--- src/rtl/alu_seq_pkg.sv ---
// Shared types and constants for the ALU operand sequencer and its ALU core.
// State and opcode encodings match the board's LED/switch legend.
package alu_seq_pkg;

  typedef enum logic [1:0] {
    WAIT_A  = 2'b00,
    WAIT_B  = 2'b01,
    WAIT_OP = 2'b10,
    SHOW    = 2'b11
  } state_t;

  typedef enum logic [1:0] {
    OP_SUB = 2'b00,
    OP_ADD = 2'b01,
    OP_OR  = 2'b10,
    OP_AND = 2'b11
  } opcode_t;

  localparam int FLAG_N = 4;
  localparam int FLAG_Z = 3;
  localparam int FLAG_C = 2;
  localparam int FLAG_V = 1;
  localparam int FLAG_P = 0;

endpackage

--- src/rtl/alu_operand_sequencer_if.sv ---
// Board-side bundle of the operand sequencer: switch bus, enter button and the
// registered values driven to the display/LED logic.
interface alu_operand_sequencer_if #(
  parameter int M = 8
);
  logic [M-1:0] data_in;
  logic         enter;
  logic [1:0]   state_o;
  logic [M-1:0] a_q;
  logic [M-1:0] b_q;
  logic [1:0]   op_q;
  logic [M-1:0] result_q;
  logic [4:0]   flags_q;
  logic         result_valid;
  logic [M-1:0] shown_value;

  modport master (
    output data_in, enter,
    input  state_o, a_q, b_q, op_q, result_q, flags_q, result_valid, shown_value
  );

  modport slave (
    input  data_in, enter,
    output state_o, a_q, b_q, op_q, result_q, flags_q, result_valid, shown_value
  );
endinterface

--- src/rtl/alu_core.sv ---
// Combinational M-bit ALU: SUB/ADD/OR/AND with {N,Z,C,V,P} flags.
// Arithmetic runs on M+1 bits so the top bit is carry (ADD) or borrow (SUB).
module alu_core
  import alu_seq_pkg::*;
#(
  parameter int M = 8
) (
  input  logic [M-1:0] a,
  input  logic [M-1:0] b,
  input  opcode_t      opcode,
  output logic [M-1:0] result,
  output logic [4:0]   flags
);

  logic [M:0] ext;
  logic       v;

  always_comb begin
    // NOTE: every always_comb output gets a default first so no path can infer a latch.
    ext = '0;
    v   = 1'b0;
    case (opcode)
      OP_SUB: begin
        ext = {1'b0, a} - {1'b0, b};
        v   = (ext[M-1] & ~a[M-1] & b[M-1]) | (~ext[M-1] & a[M-1] & ~b[M-1]);
      end
      OP_ADD: begin
        ext = {1'b0, a} + {1'b0, b};
        v   = (ext[M-1] & ~a[M-1] & ~b[M-1]) | (~ext[M-1] & a[M-1] & b[M-1]);
      end
      OP_OR:   ext = {1'b0, a | b};
      OP_AND:  ext = {1'b0, a & b};
      default: ext = '0;
    endcase
  end

  assign result         = ext[M-1:0];
  assign flags[FLAG_N]  = ext[M-1];
  assign flags[FLAG_Z]  = (ext[M-1:0] == '0);
  // Logic ops leave ext[M] at zero, so C drops out naturally for OR/AND.
  assign flags[FLAG_C]  = ext[M];
  assign flags[FLAG_V]  = v;
  assign flags[FLAG_P]  = ^ext[M-1:0];

endmodule

--- src/rtl/alu_operand_sequencer.sv ---
// Collects A, B and opcode from the switch bus on successive enter presses and
// registers the ALU result; in SHOW the opcode follows the switches live.
module alu_operand_sequencer
  import alu_seq_pkg::*;
#(
  parameter int M = 8
) (
  input logic                    clk,
  input logic                    rst_n,
  alu_operand_sequencer_if.slave bus
);

  localparam logic [1:0] ST_WAIT_A  = WAIT_A;
  localparam logic [1:0] ST_WAIT_B  = WAIT_B;
  localparam logic [1:0] ST_WAIT_OP = WAIT_OP;
  localparam logic [1:0] ST_SHOW    = SHOW;

  logic [1:0]   state;
  logic         enter_q;
  logic         enter_pe;
  logic [M-1:0] a_q;
  logic [M-1:0] b_q;
  logic [1:0]   op_q;
  logic [M-1:0] result_q;
  logic [4:0]   flags_q;
  logic         result_valid;
  logic [M-1:0] alu_result;
  logic [4:0]   alu_flags;

  assign enter_pe = bus.enter & ~enter_q;

  alu_core #(.M(M)) u_alu (
    .a      (a_q),
    .b      (b_q),
    .opcode (opcode_t'(op_q)),
    .result (alu_result),
    .flags  (alu_flags)
  );

  always_ff @(posedge clk or negedge rst_n) begin
    if (!rst_n) begin
      state        <= ST_WAIT_A;
      enter_q      <= 1'b0;
      a_q          <= '0;
      b_q          <= '0;
      op_q         <= 2'b00;
      result_q     <= '0;
      flags_q      <= 5'b00000;
      result_valid <= 1'b0;
    end else begin
      // NOTE: state is updated with <= so every branch sees the pre-edge values.
      enter_q <= bus.enter;
      case (state)
        ST_WAIT_A: begin
          result_valid <= 1'b0;
          if (enter_pe) begin
            a_q   <= bus.data_in;
            state <= ST_WAIT_B;
          end
        end
        ST_WAIT_B: begin
          result_valid <= 1'b0;
          if (enter_pe) begin
            b_q   <= bus.data_in;
            state <= ST_WAIT_OP;
          end
        end
        ST_WAIT_OP: begin
          result_valid <= 1'b0;
          if (enter_pe) begin
            op_q  <= bus.data_in[1:0];
            state <= ST_SHOW;
          end
        end
        ST_SHOW: begin
          if (enter_pe) begin
            // Leaving SHOW freezes everything on display; an opcode change on
            // this same edge is ignored.
            state        <= ST_WAIT_A;
            result_valid <= 1'b0;
          end else begin
            op_q         <= bus.data_in[1:0];
            result_q     <= alu_result;
            flags_q      <= alu_flags;
            // The result just captured used op_q; it is only current if the
            // switches have not moved away from it.
            result_valid <= (op_q == bus.data_in[1:0]);
          end
        end
        default: state <= ST_WAIT_A;
      endcase
    end
  end

  assign bus.state_o      = state;
  assign bus.a_q          = a_q;
  assign bus.b_q          = b_q;
  assign bus.op_q         = op_q;
  assign bus.result_q     = result_q;
  assign bus.flags_q      = flags_q;
  assign bus.result_valid = result_valid;
  assign bus.shown_value  = (state == ST_SHOW) ? result_q : bus.data_in;

endmodule

--- src/flat_wrapper.sv ---
// flat-port wrapper written by rule: the top's interface ports become plain ports
module alu_operand_sequencer_flat import alu_seq_pkg::*;
#(
  parameter int M = 8
)
  (clk, rst_n, bus_data_in, bus_enter, bus_state_o, bus_a_q, bus_b_q, bus_op_q, bus_result_q, bus_flags_q, bus_result_valid, bus_shown_value);
  alu_operand_sequencer_if #(.M(M)) bus_i ();
  input logic clk;
  input logic rst_n;
  input wire logic [$bits(bus_i.data_in)-1:0] bus_data_in;
  input wire logic [$bits(bus_i.enter)-1:0] bus_enter;
  output wire logic [$bits(bus_i.state_o)-1:0] bus_state_o;
  output wire logic [$bits(bus_i.a_q)-1:0] bus_a_q;
  output wire logic [$bits(bus_i.b_q)-1:0] bus_b_q;
  output wire logic [$bits(bus_i.op_q)-1:0] bus_op_q;
  output wire logic [$bits(bus_i.result_q)-1:0] bus_result_q;
  output wire logic [$bits(bus_i.flags_q)-1:0] bus_flags_q;
  output wire logic [$bits(bus_i.result_valid)-1:0] bus_result_valid;
  output wire logic [$bits(bus_i.shown_value)-1:0] bus_shown_value;
  assign bus_i.data_in = bus_data_in;
  assign bus_i.enter = bus_enter;
  assign bus_state_o = bus_i.state_o;
  assign bus_a_q = bus_i.a_q;
  assign bus_b_q = bus_i.b_q;
  assign bus_op_q = bus_i.op_q;
  assign bus_result_q = bus_i.result_q;
  assign bus_flags_q = bus_i.flags_q;
  assign bus_result_valid = bus_i.result_valid;
  assign bus_shown_value = bus_i.shown_value;
  alu_operand_sequencer #(.M(M)) u_core (.clk(clk), .rst_n(rst_n), .bus(bus_i));
endmodule
--- config.mk ---
export PLATFORM = sky130hd
export DESIGN_NAME = alu_operand_sequencer_flat
export DESIGN_NICKNAME = d
export VERILOG_FILES = /design/src/rtl/alu_seq_pkg.sv /design/src/rtl/alu_operand_sequencer_if.sv /design/src/rtl/alu_core.sv /design/src/rtl/alu_operand_sequencer.sv /design/src/flat_wrapper.sv
export SDC_FILE = /design/constraint.sdc
export NUM_CORES = 1
export LEC_CHECK = 0
export BUFFER_PORTS_ARGS = -buffer_cell sky130_fd_sc_hd__buf_4
export CORE_UTILIZATION = 57
export CTS_BUF_LIST = sky130_fd_sc_hd__clkbuf_8
export CTS_CLUSTER_SIZE = 20
export DETAILED_ROUTE_END_ITERATION = 7
export MAX_ROUTING_LAYER = met4
export PLACE_DENSITY = 0.82
export RECOVER_POWER = 50
export SLEW_MARGIN = 20
export SYNTH_ARGS = -nofsm -noshare
export SYNTH_HDL_FRONTEND = slang
export SYNTH_SLANG_ARGS = --single-unit
--- constraint.sdc ---
create_clock -name clk -period 4.25 [get_ports clk]
set_clock_uncertainty 0.2 [all_clocks]
set_input_delay 0.425 -clock clk [delete_from_list [all_inputs] [get_ports clk]]
set_output_delay 0.425 -clock clk [all_outputs]
set_load 0.05 [all_outputs]
==> results.md, run 1 <==
- Layout net count: ~380
- Post-synthesis adder-cell area fraction: 0.175
- Total track usage: 0.270
- Number of synthesized flops with an enable pin: 0
- Setup WS pre-CTS: between 0.8 and 0.9 ns
- Reg clk slew, reported paths: roughly 0.070 ns
- GP Congestion: just under 0.9
- WL final: 6270 um
- Via count: 2259
- Total die area: 4960 um2
- Clk root buf: clkbuf_8
- Largest family of logic cells by synthesized area: compound AO/OA/AOI/OAI gates
- Syn Std Cell Area: 2670 um2
- Flop and latch count out of synthesis: 34
- Detailed-placement wirelength estimate: 4630 um
- Syn Area/Cell: approximately 9.5 um2
- CP cell instances: ha_1, fa_1, a21oi_1, o22ai_1, or2_2, nand3b_1, o2111ai_1, o31ai_1, nand2_1, ha_1, xnor2_1, xnor2_1, o21ai_0
- Filler Cells Inserted: approximately 350
- Register area share after synthesis: 0.319
- Crit-path max cell delay: approximately 0.43 ns
- Final Hold Viols: 0
- Hold Path Class: primary input to register
- Violated checks: max-capacitance violations, max-slew violations
- Status: finished, violations left
- Sink Count: 34
- Largest net degree at the start of global routing: 35
- Critical path class: register to register
- Simple-gate area share of the yosys netlist: 0.106
- Cts repair resizes: 0
- Layout cells sized above 1: 0.216
- Crit path time final: around 3.4 ns
- Initial Util: 0.604
- Most used DFF post-synth: dfrtp_1
- Max Cap Viol: 1
- Register area: ~850 um2
- Count of cell types in the netlist: 50
- Number of remaining DRC errors: 0
- Diode count: 0
- Xor and xnor area share after synthesis: 0.0230
- Final Cycle Share: 0.797
- P&R area growth vs syn: 15.4%
- Setup TNS: 0 ns
- Htree depth: 2
- Most frequent cells in the layout: 34 x ha_1, 34 x dfrtp_1, 31 x buf_4
- Area of the multi-input gates: ~1600 um2
- Rel. slew slack: -0.284
- Initial antenna violation count: 0
- Total CTS buffers: 5
- Avg WL per Cell: roughly 16 um
- Fmax: between 0.2 and 0.3 GHz
- Final Slew Violations: 35
- Synth Area in Compound Gates: 0.176
- WP data arrival: between 3 and 4 ns
- Pre-antenna DRT Iters: 4
- Required @ worst endpoint: 4.19 ns
- First-pass GRT wire length: slightly above 10000 um
- Row count: 24
- Ys Warns: 0
- Setup-failing EPs final: 0
- Mux share of post-synthesis cell area: 0.138
- Crit path capture type: register
- RSZ-0062 raised after global routing: false
- First DRT Iteration DRCs: 232
- GRT overflow: 0
- TritonCTS clock tree: built
- Port Buffers: 52
- Final worst slack: approximately 0.86 ns
- Tightest Pin Transition: just under 2 ns
- CP Max Fanout: 5
- IO Pins: between 50 and 60
- Maximum root-to-sink buffer count: 2
- Vias in the first global route: about 2200
- Chip width: a little over 70 um
- Mapped Cells: 282
- CP max stage cell: dfrtp_1
- Syn_nets: 329
- Asr flop ratio synth: 1.00
- DR vias/cell: roughly 5.9
- ANT nets after route: 0
- Die Ht: between 70 and 80 um
- CP Launch Type: register
- Placeable Area: between 4000 and 5000 um2
- Skew-Pair Late Insertion Delay: slightly below 0.3 ns
## layer usage
metal  global-route usage  up-vias  routed length [um]
li1                     -     1077                   -
met5                    -        -                   0
met3               0.0375       13                 231
met2                0.406       60                2990
met1                0.371     1109                2930
met4                0.100        0                 121
## worst max-delay path, delay by kind of cell (launching register included)
kind                       cells  cell delay [ns]
xor gates and xnor gates       2             0.31
DFF                            1             0.43
and+or+nand+nor                3             0.55
AOI/OAI and AO/OA              5             0.72
adders and majority gates      3             1.02
## area by class of cell
class / instances / area share
tap: 52 / 0.0211
sequential: 34 / 0.276
clock buffer: 6 / 0.0268
inverter: 29 / 0.0354
multi-input combinational: 205 / 0.535
timing repair buffer: 54 / 0.106
## metrics by stage
| stage | std cells | util | hold WS, ns | area (um2) |
|---|---|---|---|---|
| 2_1_floorplan | 282 | - | -0.0706 | 2670 |
| 3_3_place_gp | 373 | 0.695 | 0.196 | 3070 |
| 3_5_place_dp | 373 | 0.695 | 0.201 | 3070 |
| 4_1_cts | 380 | 0.716 | 0.0607 | 3160 |
| 5_1_grt | 380 | 0.697 | 0.0922 | 3080 |
| 6_report | 380 | 0.697 | 0.0979 | 3080 |
## cells in the mapped netlist (2+ instances only)
library cell | number | area share
mux2i_1 | 3 | 0.011
nand3b_1 | 2 | 0.0056
nor3_1 | 8 | 0.015
o211ai_1 | 4 | 0.011
a22oi_1 | 2 | 0.0056
a22o_1 | 2 | 0.0066
nor2_1 | 8 | 0.011
nor2b_1 | 2 | 0.0047
mux2_2 | 28 | 0.12
ha_1 | 34 | 0.16
clkbuf_1 | 9 | 0.013
a31oi_1 | 2 | 0.0047
buf_4 | 2 | 0.0056
nand2_1 | 29 | 0.041
a21o_1 | 2 | 0.0056
dfrtp_1 | 34 | 0.32
nand4_1 | 2 | 0.0047
o31ai_1 | 4 | 0.011
inv_1 | 29 | 0.041
o21bai_1 | 2 | 0.0056
nand2b_1 | 2 | 0.0047
xnor2_1 | 5 | 0.016
a21oi_1 | 16 | 0.030
buf_1 | 2 | 0.0028
or3_1 | 2 | 0.0047
fa_1 | 2 | 0.015
xor2_1 | 2 | 0.0066
o21ai_0 | 20 | 0.038
o311ai_0 | 2 | 0.0066
## state kept, by name (all words and copies together), names as in the netlist
signal                   count
u_core.bus.a_q               8
u_core.bus.b_q               8
u_core.bus.flags_q           4
u_core.bus.op_q              2
u_core.bus.result_q          8
u_core.bus.result_valid      1
u_core.bus.state_o           2
u_core.enter_q               1
## timing repair
action	CTS	global route
hold buffers	1	0
setup buffers	0	0
endpoints found under the hold margin	34	0
## path summary, 6_finish.rpt
path	cells after the start	from	to	slack, ns
setup / recovery	13	u_core.bus.b_q[0]	u_core.bus.flags_q[0]	0.86
hold / removal	1	bus_enter	u_core.enter_q	0.1
setup reg to reg	13	u_core.bus.b_q[0]	u_core.bus.flags_q[0]	0.86
hold reg to reg	2	u_core.bus.result_q[4]	u_core.bus.result_q[4]	0.31
max in group asynchronous	2	rst_n	u_core.bus.b_q[7]	1.72
min in group asynchronous	2	rst_n	u_core.bus.a_q[5]	1.02
## cell families after synthesis
family                     after synthesis
and+or+nand+nor                         60
xor gates and xnor gates                 7
buffers and inverters                   43
muxes                                   32
DFF                                     34
AOI/OAI and AO/OA                       70
adders and majority gates               36
Power of run 1 is left out: the tool's default activity adds up to more than one toggle a clock period on the data nets, which glitch-free logic cannot reach.
==> run 2, diff against run 1 <==
--- a/config.mk
+++ b/config.mk
@@ -6,12 +6,12 @@
 export NUM_CORES = 1
 export LEC_CHECK = 0
 export BUFFER_PORTS_ARGS = -buffer_cell sky130_fd_sc_hd__buf_4
-export CORE_UTILIZATION = 57
+export CORE_UTILIZATION = 52
 export CTS_BUF_LIST = sky130_fd_sc_hd__clkbuf_8
 export CTS_CLUSTER_SIZE = 20
 export DETAILED_ROUTE_END_ITERATION = 7
 export MAX_ROUTING_LAYER = met4
-export PLACE_DENSITY = 0.82
+export PLACE_DENSITY = 0.79
 export RECOVER_POWER = 50
 export SLEW_MARGIN = 20
 export SYNTH_ARGS = -nofsm -noshare
==> constraint.sdc (replaced) <==
create_clock -name clk -period 2.95 [get_ports clk]
set_clock_uncertainty 0.2 [all_clocks]
set_input_delay 0.295 -clock clk [delete_from_list [all_inputs] [get_ports clk]]
set_output_delay 0.295 -clock clk [all_outputs]
set_load 0.05 [all_outputs]
==> run 2 against run 1 <==
Effect of this change: the flow finishes with violations (max-capacitance violations, max-slew violations, negative setup slack); first-iteration DRC count is 13% higher; cell area is 18% higher; global-route usage is 1.4 points higher; core utilization is 5.4 points higher.
==> results.md, run 2 (synthesized netlist as in run 1, its figures left out) <==
- Status: finished, violations left
- Violated checks: max-capacitance violations, max-slew violations, negative setup slack
- Final Cycle Share: 1.06
- First-pass GRT wire length: between 10000 and 15000 um
- Filler Cells Inserted: around 350
- Crit path capture type: register
- GRT overflow: 0
- Final Hold Viols: 0
- Sink Count: 34
- IO Pins: 53
- Chip width: ~74 um
- GP Congestion: between 0.8 and 0.9
- CP Launch Type: register
- Detailed-placement wirelength estimate: 5260 um
- RSZ-0062 raised after global routing: true
- Most frequent cells in the layout: 77 x buf_4, 29 x nand2_1, 28 x mux2_2
- Pre-antenna DRT Iters: 5
- CP cell instances: inv_2, ha_4, inv_1, fa_2, nand2b_1, a21oi_1, o21bai_1, a21oi_1, o21a_1, o31ai_2, nand2_1, ha_4, xnor2_2, xnor2_1, o21ai_1
- ANT nets after route: 0
- Htree depth: 2
- Final worst slack: -0.173 ns
- Critical path buffer and inverter count: 2
- DR vias/cell: between 5 and 6
- Tightest Pin Transition: between 1.5 and 2 ns
- TritonCTS clock tree: built
- Largest registers: u_core.bus.a_q x8, u_core.bus.b_q x8, u_core.bus.result_q x8
- Hold Path Class: primary input to register
- Largest net degree at the start of global routing: 35
- Initial antenna violation count: 0
- Diode count: 0
- Total die area: approximately 5400 um2
- Critical path class: register to register
- First DRT Iteration DRCs: 261
- Rel. slew slack: -0.282
- Row count: 25
- Total track usage: 0.284
- Layout cells sized above 1: 0.416
- Maximum root-to-sink buffer count: 2
- Setup-failing EPs final: 1
- Vias in the first global route: 2271
- Placeable Area: roughly 4800 um2
- Number of remaining DRC errors: 0
- Crit path time final: between 3 and 4 ns
- WL final: roughly 8000 um
- Avg WL per Cell: ~18 um
- CP Max Fanout: 3
- Required @ worst endpoint: around 2.9 ns
- Most common cell after layout, fill and taps aside: buf_4
- Port Buffers: 52
- Fmax: 0.320 GHz
- Clk root buf: clkbuf_8
- Layout net count: around 420
- Initial Util: 0.554
- P&R area growth vs syn: 35.8%
- Reg clk slew, reported paths: 0.07 ns
- Post-layout util: 0.751
- Skew-Pair Late Insertion Delay: just under 0.3 ns
- Max Cap Viol: 1
- WP data arrival: roughly 3.1 ns
- Total CTS buffers: 5
- CP max stage cell: dfrtp_2
- Crit path max-delay family: compound AO/OA/AOI/OAI gates
- Via count: around 2600
- Die Ht: around 74 um
- Crit-path max cell delay: roughly 0.43 ns
- Final Slew Violations: 35
-- run 2: cell types whose count changed in the layout (fill, tap and decap cells not counted), sizes merged --
cell	change
clkbuf	-1
buf	+47
dlygate4sd3	+1
-- run 2: final timing paths --
check,from,endpoint,slack [ns],cells past startpoint
setup / recovery,u_core.bus.a_q[0],u_core.bus.flags_q[0],-0.17,15
hold / removal,bus_data_in[6],u_core.bus.b_q[6],0.05,2
setup reg to reg,u_core.bus.a_q[0],u_core.bus.flags_q[0],-0.17,15
hold reg to reg,u_core.bus.flags_q[1],u_core.bus.flags_q[1],0.29,2
max in group asynchronous,rst_n,u_core.bus.a_q[4],0.43,2
min in group asynchronous,rst_n,u_core.bus.result_q[2],0.88,2
-- run 2: stage by stage --
stage / std cells / TNS, ns / hold WS [ns] / area [um2] / setup WS, ns
floorplan: 282 / -0.140 / -0.201 / 2740 / -0.140
global placement: 423 / -0.0298 / 0.0667 / 3420 / -0.0298
detailed placement: 423 / -0.135 / 0.0716 / 3420 / -0.135
CTS: 433 / -0.0772 / 0.0553 / 3560 / -0.0772
global route: 442 / -0.452 / 0.0551 / 3620 / -0.250
finish: 442 / -0.173 / 0.0540 / 3620 / -0.173
-- run 2: final cells by class --
type / instances / area [um2] / share of cell area
multi-input combinational: 205 / 1770 / 0.488
sequential: 34 / 866 / 0.239
clock buffer: 8 / 110 / 0.0304
timing repair buffer: 99 / 681 / 0.188
inverter: 29 / 111 / 0.0308
tap: 67 / 83.8 / 0.0232
-- run 2: timing repair --
item	CTS	global route
gates resized for setup	5	14
hold buffers	2	0
setup endpoints to repair	1	2
pin swaps	1	12
buffers inserted	0	9
endpoints found under the hold margin	35	0
-- run 2: per-layer routing --
metal  share of wire  track usage  up-vias
met5               0            -        -
met4           0.035       0.0855        0
met3           0.070       0.0425       38
met2            0.47        0.419      142
met1            0.43        0.403     1230
li1                -            -     1167
Power of run 2 is left out for the same reason.
==> run 3, diff against run 2 <==
--- a/config.mk
+++ b/config.mk
@@ -8,8 +8,10 @@
 export BUFFER_PORTS_ARGS = -buffer_cell sky130_fd_sc_hd__buf_4
 export CORE_UTILIZATION = 52
 export CTS_BUF_LIST = sky130_fd_sc_hd__clkbuf_8
+export CTS_CLUSTER_DIAMETER = 50
 export CTS_CLUSTER_SIZE = 20
 export DETAILED_ROUTE_END_ITERATION = 7
+export GPL_TIMING_DRIVEN = 0
 export MAX_ROUTING_LAYER = met4
 export PLACE_DENSITY = 0.79
 export RECOVER_POWER = 50
==> run 3 against run 2 <==
Effect of this change: the flow still finishes with violations (max-capacitance violations, max-slew violations, negative setup slack); critical path depth decreased by 4; flip-flop and latch count is the same; die area is the same; largest cell class unchanged.
==> results.md, run 3 (synthesized netlist as in run 1, its figures left out) <==
- Avg WL per Cell: 16.4 um
- CP Launch Type: register
- Largest net degree at the start of global routing: 35
- Die Ht: roughly 74 um
- Setup WS pre-CTS: -0.494 ns
- ANT nets after route: 0
- Maximum root-to-sink buffer count: 2
- R2R Path End: u_core.bus.flags_q[0]
- CP Max Fanout: 4
- Final Slew Violations: 35
- Diode count: 0
- Final worst slack: -0.122 ns
- P&R area growth vs syn: 30.7%
- Worst Reg-to-Reg Cells: 11
- Critical path origin: u_core.bus.a_q[1]
- R2r startpoint: u_core.bus.a_q[1]
- Critical path class: register to register
- Via count: 2400
- First-pass GRT wire length: 11100 um
- Critical path buffer and inverter count: 1
- First DRT Iteration DRCs: around 200
- Final Hold Viols: 0
- Required @ worst endpoint: approximately 2.9 ns
- Detailed-placement wirelength estimate: 4900 um
- Port Buffers: 52
- Setup TNS: -0.122 ns
- Rel. slew slack: -0.226
- Tightest Pin Transition: 1.84 ns
- Htree depth: 2
- Row count: 25
- R2r setup slk: -0.12 ns
- Total die area: roughly 5400 um2
- Clk root buf: clkbuf_8
- Number of remaining DRC errors: 0
- Total track usage: 0.283
- Fmax: approximately 0.33 GHz
- Max Cap Viol: 1
- DR vias/cell: 5.62
- Skew-Pair Late Insertion Delay: 0.29 ns
- CP max stage cell: mux4_2
- Largest registers: u_core.bus.a_q x8, u_core.bus.b_q x8, u_core.bus.result_q x8
- Status: finished, violations left
- TritonCTS clock tree: built
- Most frequent cells in the layout: 51 x buf_4, 28 x clkbuf_1, 28 x nand2_1, 28 x mux2_2, 28 x ha_1
- CP cell instances: buf_4, ha_1, a211oi_1, o21ai_2, nand4_1, o311ai_2, mux4_2, ha_4, xnor2_4, xnor2_2, o21ai_1
- WP data arrival: 3.03 ns
- Reg clk slew, reported paths: roughly 0.070 ns
- Pre-antenna DRT Iters: 4
- Layout net count: roughly 400
- Vias in the first global route: between 2000 and 2500
- Most common cell after layout, fill and taps aside: buf_4
- IO Pins: 53
- WL final: 7010 um
- GP Congestion: 0.880
- Layout cells sized above 1: 0.367
- Crit-path max cell delay: about 0.54 ns
- Final Cycle Share: 1.04
- Sink Count: 34
- Hold Path Cell Cnt: 2
- GRT overflow: 0
- Placeable Area: just under 5000 um2
- Setup-failing EPs final: 1
- Total CTS buffers: 5
- Crit path time final: around 3 ns
- Crit path depth: 11
- Crit path capture type: register
- Initial Util: 0.554
- Violated checks: max-capacitance violations, max-slew violations, negative setup slack
- CP endpoint: u_core.bus.flags_q[0]
- RSZ-0062 raised after global routing: true
- Hold Path Class: primary input to register
- Initial antenna violation count: 0
- Crit path max-delay family: compound AO/OA/AOI/OAI gates
- Chip width: approximately 74 um
-- run 3: cell count changes in the layout (fill, tap and decap cells not counted), sizes merged --
cell / change
buf: -24
clkbuf: +7
clkinv: +1
inv: +1
-- run 3: stage by stage --
step / std cells / cell area, um2 / hold slack (ns) / util
floorplan: 282 / 2740 / -0.201 / -
finish: 427 / 3490 / 0.0585 / 0.724
CTS: 425 / 3510 / 0.0589 / 0.728
global placement: 401 / 3210 / 0.0632 / 0.667
detailed placement: 401 / 3210 / 0.0678 / 0.667
global route: 427 / 3490 / 0.0593 / 0.724
-- run 3: metal layers --
layer  vias up  wire, um  GRT usage
li1       1140         -          -
met1      1180      3230      0.378
met2        64      3350      0.436
met3        16       298     0.0412
met4         0       135      0.107
met5         -         0          -
-- run 3: worst min-delay path by stage --
stage,from,to,slack [ns]
6_report,bus_data_in[7],u_core.bus.a_q[7],0.06
2_1_floorplan,rst_n,u_core.bus.a_q[0],-0.20
4_1_cts,bus_data_in[7],u_core.bus.a_q[7],0.06
3_5_place_dp,rst_n,u_core.bus.result_q[0],0.07
5_1_grt,bus_data_in[7],u_core.bus.a_q[7],0.06
3_3_place_gp,rst_n,u_core.bus.result_q[1],0.06
-- run 3: final cells by class --
class | count | area, um2
Multi-Input combinational cell | 205 | 1810
Fill cell | 386 | 1330
Sequential cell | 34 | 866
Timing Repair Buffer | 71 | 463
Inverter | 29 | 111
Tap cell | 67 | 83.8
Clock buffer | 6 | 82.6
Buffer | 13 | 57.6
Clock inverter | 2 | 8.76
-- run 3: what timing repair did --
action                                  4_1_cts  5_1_grt
setup buffers                                16        2
endpoints found under the hold margin        35        0
hold buffers                                  2        0
pin swaps                                    12        5
endpoints found under the setup margin        2        2
resized for setup                            19        8
Power of run 3 is left out for the same reason.
